<file path="src/rtl/dm_cache_ctrl.sv">
// dm_cache_ctrl: direct-mapped write-through, no-write-allocate cache with refill FSM and hit/miss counters
module dm_cache_ctrl #(
    parameter int RISC_data      = 32,
    parameter int WORDS_PER_LINE = 4,
    parameter int LINES          = 32,
    parameter int ADDR_W         = 12,
    parameter int CNT_W          = 16
) (
    input  logic                                clk,
    input  logic                                rst,
    input  logic                                MemRead,
    input  logic                                MemWrite,
    input  logic [ADDR_W-1:0]                   A,
    input  logic [RISC_data-1:0]                WD_RISC,
    output logic [RISC_data-1:0]                RD_RISC,
    output logic                                stall,
    output logic                                main_rd_req,
    output logic                                main_wr_req,
    output logic [ADDR_W-1:0]                   main_addr,
    output logic [RISC_data-1:0]                main_WD,
    input  logic [RISC_data*WORDS_PER_LINE-1:0] main_RD,
    input  logic                                main_ready,
    output logic [CNT_W-1:0]                    hit_cnt,
    output logic [CNT_W-1:0]                    miss_cnt
);
    localparam int MAIN_W = RISC_data * WORDS_PER_LINE;
    localparam int OFF_W  = $clog2(WORDS_PER_LINE);
    localparam int IDX_W  = $clog2(LINES);
    localparam int TAG_W  = ADDR_W - IDX_W - OFF_W;

    typedef enum logic [1:0] {IDLE, REFILL, WTHRU} state_t;

    state_t              r_state, w_state_nx;
    logic [LINES-1:0]    r_valid;
    logic [TAG_W-1:0]    r_tag  [LINES];
    logic [MAIN_W-1:0]   r_data [LINES];
    logic [OFF_W-1:0]    w_off;
    logic [IDX_W-1:0]    w_idx;
    logic [TAG_W-1:0]    w_tag;
    logic                w_hit, w_fill, w_wupd, w_req;
    logic [RISC_data-1:0] w_word, w_line_word, w_wd_nx;
    logic                w_rd_req_nx, w_wr_req_nx;
    logic [ADDR_W-1:0]   w_addr_nx;

    assign w_off       = A[OFF_W-1:0];
    assign w_idx       = A[OFF_W +: IDX_W];
    assign w_tag       = A[ADDR_W-1 -: TAG_W];
    assign w_hit       = r_valid[w_idx] && (r_tag[w_idx] == w_tag);
    assign w_word      = r_data[w_idx][w_off*RISC_data +: RISC_data];
    assign w_line_word = main_RD[w_off*RISC_data +: RISC_data];
    assign w_req       = (r_state == IDLE) && (MemRead || MemWrite);

    always_comb begin
        w_state_nx  = r_state;
        stall       = 1'b0;
        RD_RISC     = '0;
        w_fill      = 1'b0;
        w_wupd      = 1'b0;
        w_rd_req_nx = main_rd_req;
        w_wr_req_nx = main_wr_req;
        w_addr_nx   = main_addr;
        w_wd_nx     = main_WD;
        case (r_state)
            IDLE: begin
                if (MemWrite) begin
                    stall       = 1'b1;
                    w_state_nx  = WTHRU;
                    w_wr_req_nx = 1'b1;
                    w_addr_nx   = A;
                    w_wd_nx     = WD_RISC;
                end else if (MemRead && w_hit) begin
                    RD_RISC = w_word;
                end else if (MemRead) begin
                    stall       = 1'b1;
                    w_state_nx  = REFILL;
                    w_rd_req_nx = 1'b1;
                    w_addr_nx   = {A[ADDR_W-1:OFF_W], {OFF_W{1'b0}}};
                end
            end
            REFILL: begin
                stall = !main_ready;
                if (main_ready) begin
                    RD_RISC     = w_line_word;
                    w_fill      = 1'b1;
                    w_state_nx  = IDLE;
                    w_rd_req_nx = 1'b0;
                end
            end
            WTHRU: begin
                stall = !main_ready;
                if (main_ready) begin
                    w_wupd      = w_hit;
                    w_state_nx  = IDLE;
                    w_wr_req_nx = 1'b0;
                end
            end
            default: w_state_nx = IDLE;
        endcase
    end

    always_ff @(posedge clk) begin
        if (rst) begin
            r_state     <= IDLE;
            r_valid     <= '0;
            main_rd_req <= 1'b0;
            main_wr_req <= 1'b0;
            main_addr   <= '0;
            main_WD     <= '0;
            hit_cnt     <= '0;
            miss_cnt    <= '0;
        end else begin
            r_state     <= w_state_nx;
            main_rd_req <= w_rd_req_nx;
            main_wr_req <= w_wr_req_nx;
            main_addr   <= w_addr_nx;
            main_WD     <= w_wd_nx;
            if (w_fill) r_valid[w_idx] <= 1'b1;
            if (w_req && w_hit && hit_cnt != '1) hit_cnt <= hit_cnt + 1'b1;
            if (w_req && !w_hit && miss_cnt != '1) miss_cnt <= miss_cnt + 1'b1;
        end
    end

    // Line storage is not reset; validity alone governs hits.
    always_ff @(posedge clk) begin
        if (!rst && w_fill) begin
            r_data[w_idx] <= main_RD;
            r_tag[w_idx]  <= w_tag;
        end else if (!rst && w_wupd) begin
            r_data[w_idx][w_off*RISC_data +: RISC_data] <= WD_RISC;
        end
    end
endmodule

</file>
<file path="config.mk">
export PLATFORM = sky130hd
export DESIGN_NAME = dm_cache_ctrl
export DESIGN_NICKNAME = d
export VERILOG_FILES = /design/src/rtl/dm_cache_ctrl.sv
export SDC_FILE = /design/constraint.sdc
export NUM_CORES = 2
export LEC_CHECK = 0
export CAP_MARGIN = 5
export CORE_AREA = 2 2 655 657
export DETAILED_ROUTE_END_ITERATION = 12
export DIE_AREA = 0 0 657 659
export PLACE_DENSITY_LB_ADDON = 0.08
export SETUP_SLACK_MARGIN = 0.5
export SLEW_MARGIN = 20
export SYNTH_ARGS = -nofsm -noshare
export SYNTH_HDL_FRONTEND = slang
export SYNTH_MEMORY_MAX_BITS = 65536
export SYNTH_SLANG_ARGS = --single-unit
</file>
<file path="constraint.sdc">
create_clock -name clk -period 17.3 [get_ports clk]
set_input_delay 3.46 -clock clk [delete_from_list [all_inputs] [get_ports clk]]
set_output_delay 3.46 -clock clk [all_outputs]
set_load 0.05 [all_outputs]
</file>
==> results.toml <==
[status]
status = "complete, no violations"

[synth]
synth_area_leaders = "edfxtp_1, mux4_2, nand2_1"
synthesis.area_sq_um = 170000
synth_cells = 8430
ys_types = 67
synth_edf_count = 4256
synth_fa_ha_area_share_pct = 0.0810
synth_top_family_by_area = "multiplexers"
synth.mux.area_fraction_pct = 15.5
synth_compound_area_share_pct = 3.00
yosysTopAreaCellShare_pct = 75.2
postSynthAreaPerCell_sq_um = 20.2
synth-simple-area-share_pct = 3.43
synth_warnings = 0
synth.ff_latch_count = 4368
synth_common_cells = "edfxtp_1, mux4_2, nand2_1"
synth_most_common_cell = "edfxtp_1"
seq_area_frac_synth_pct = 76.5
synthFlopType = "edfxtp_1"
async_flop_share_pct = 0
synth-xor-area-share_pct = 0.0721
syn_nets = 8618
yosys.area.top_type = "edfxtp_1"

[critical_path]
crit_path_max_fanout = 33
timing.rr.start = "r_tag[0][3]"
critPathArrivalTime_ps = 9900
critPathLaunchType = "input pin"
cpPeakStageDelay_ps = 940
cp_common_cell = "buf_4"
endpoint_kind = "primary output"
worstPathCellList = "buf_8, buf_4, nand2b_2, o32ai_1, nor4_1, a21oi_1, or4_4, nor4_4, buf_4, nand3_2, buf_4, nor2_1, a22o_1, clkdlybuf4s50_1"
crit_type = "in -> out"
startpoint = "A[5]"
cp.required_ps = 13840
worst-r2r-cell-count = 10
slowest_stage = "nor2_1"

[floorplan]
ios = 288
dieArea_sq_um = 433000
die_h_microns = 659
row_count = 240
core_sq_um = 426000
start_util_pct = 39.9
die_w_microns = 657

[cts]
cts.clk_slew.worst_paths_ps = 60
clk_latency_ps = 1040
root_buffer = "clkbuf_16"
h-tree-depth = 5
cts_setup_buffers = 0
numCtsBuffers = 465
ctsHoldBuffers = 0
cts_resized = 0
cts.sinks = 4368
cts_tree = "built"
cts.path.max_buffers = 4

[place]
place.gp.congestion = 0.853
port_buffers = 287
dp_hpwl_microns = 326000
pre_cts_slack_ps = 4170
placed_cells = 14300

[detailed_routing]
drtPass1Iterations = 6
vias_per_cell = 6.10
wl_per_cell_microns = 39.0
routed-via-count = 92500
wl_microns = 592000
drc = 0
drt_iter0_markers = 12400
detail-route-antenna-nets = 0

[power_and_ir_drop]
power_density_nw_per_um2 = 115
peakVddDrop_mv = 0.0994
leakagePower_nw = 61.4

[worst_hold_path]
min_path_cells = 2
hp-class = "reg -> reg"
hp-start = "main_WD[9]"

[timing]
hold_ws_ps = 453
relSlewSlack_pct = 12.9
hold_viol_final = 0
fmax_mhz = 74.8
grt_setup_unrepaired = "false"
maxSlewViolCount = 0
fin_crit_ps = 13360
max_slew.worst_pin.slew_ps = 1300
setup_viol = 0
finalSetupTns_ps = 0
layout_setup_ws_ps = 3940
min_period_over_period_pct = 77.2
fin_skew_ps = 67.6

[job]
cap_violations = 0

[global_routing]
grt.total_usage_pct = 26.9
met2_usage_pct = 43.1
grt_max_degree = 131
busiest_layer = "met2"
use_met1_pct = 38.1
grt_pass1_vias = 91600
grt_util_met3_pct = 4.73
antenna_found_initial = 45
grt_pass1_wl_microns = 796000
overflow = 0

[finish]
area_growth_pct = 16.5
drive_above_1_share_pct = 26.5
instances_no_fill = 15200
nNetsFinal = 9258
[area by class of cell]
cell class                 instances  area [sq um]
clock inverter                   270          2460
fill                           35900        228000
inverter                          45           185
timing repair buffer             685          6240
antenna                           23          57.6
multi-input combinational       3505         39700
clock buffer                     585         12200
sequential                      4368        130000
tap                             5687          7120
[cell usage in the layout (no fill, tap or decap), types with 114 or more instances in the layout]
cell type,Yosys,layout
mux4_2,1117,1117
nand2_1,674,668
nor2_4,0,130
nor2_1,518,387
mux2i_1,114,114
o21ai_0,272,130
clkbuf_16,0,470
o22ai_1,208,207
edfxtp_1,4256,4256
buf_4,15,370
clkdlybuf4s50_1,0,279
[per-stage QoR]
stage	power [mW]	utilization, %	cell area [sq um]
2_1_floorplan	12.6	-	170000
3_3_place_gp	13.3	42.9	183000
3_5_place_dp	13.3	43.0	183000
4_1_cts	22.9	46.4	198000
5_1_grt	23.4	46.5	198000
6_report	22.8	46.5	198000
[worst max-delay path, delay by kind of cell]
kind	cells	cell delay, ps
buffers and inverters	5	2460
and+or+nand+nor	6	3010
AOI/OAI and AO/OA	3	710
[routing by layer]
| metal | up-vias | wire length, microns | part of all wire (%) |
|---|---|---|---|
| li1 | 36100 | - | - |
| met2 | 4193 | 280000 | 47 |
| met1 | 51400 | 247000 | 42 |
| met5 | - | 79 | 0.013 |
| met3 | 819 | 45800 | 7.7 |
| met4 | 10 | 18900 | 3.2 |
[final timing paths]
check	endpoint	slack (ps)
max	RD_RISC[7]	3940
min	main_WD[9]	450
max reg2reg	r_data[23][116]	12240
min reg2reg	main_WD[9]	450
[logic make-up (layout without fill, tap and decap cells)]
family	Yosys count	in the layout
compound gates	834	834
flops	4368	4368
xor+xnor	14	14
simple gates	1411	1411
mux	1235	1235
buf+inv	557	1585
fa+ha+maj	11	11
other cells	0	23
[power breakdown]
group	switching [mW]	leakage [nW]	total [mW]	internal [mW]
Combinational	0.966	15.1	1.42	0.455
Sequential	0.0127	39.2	11.6	11.6
Clock	4.20	7.13	9.71	5.51
[flip-flops by register name, indices dropped and copies added, names as in the netlist]
register and count:
main_WD 32, r_state 2, r_tag 160, r_valid 32, r_data 4096, main_addr 12
main_rd_req 1, main_wr_req 1, miss_cnt 16, hit_cnt 16
No activity file was read; power rests on OpenSTA's default activity.
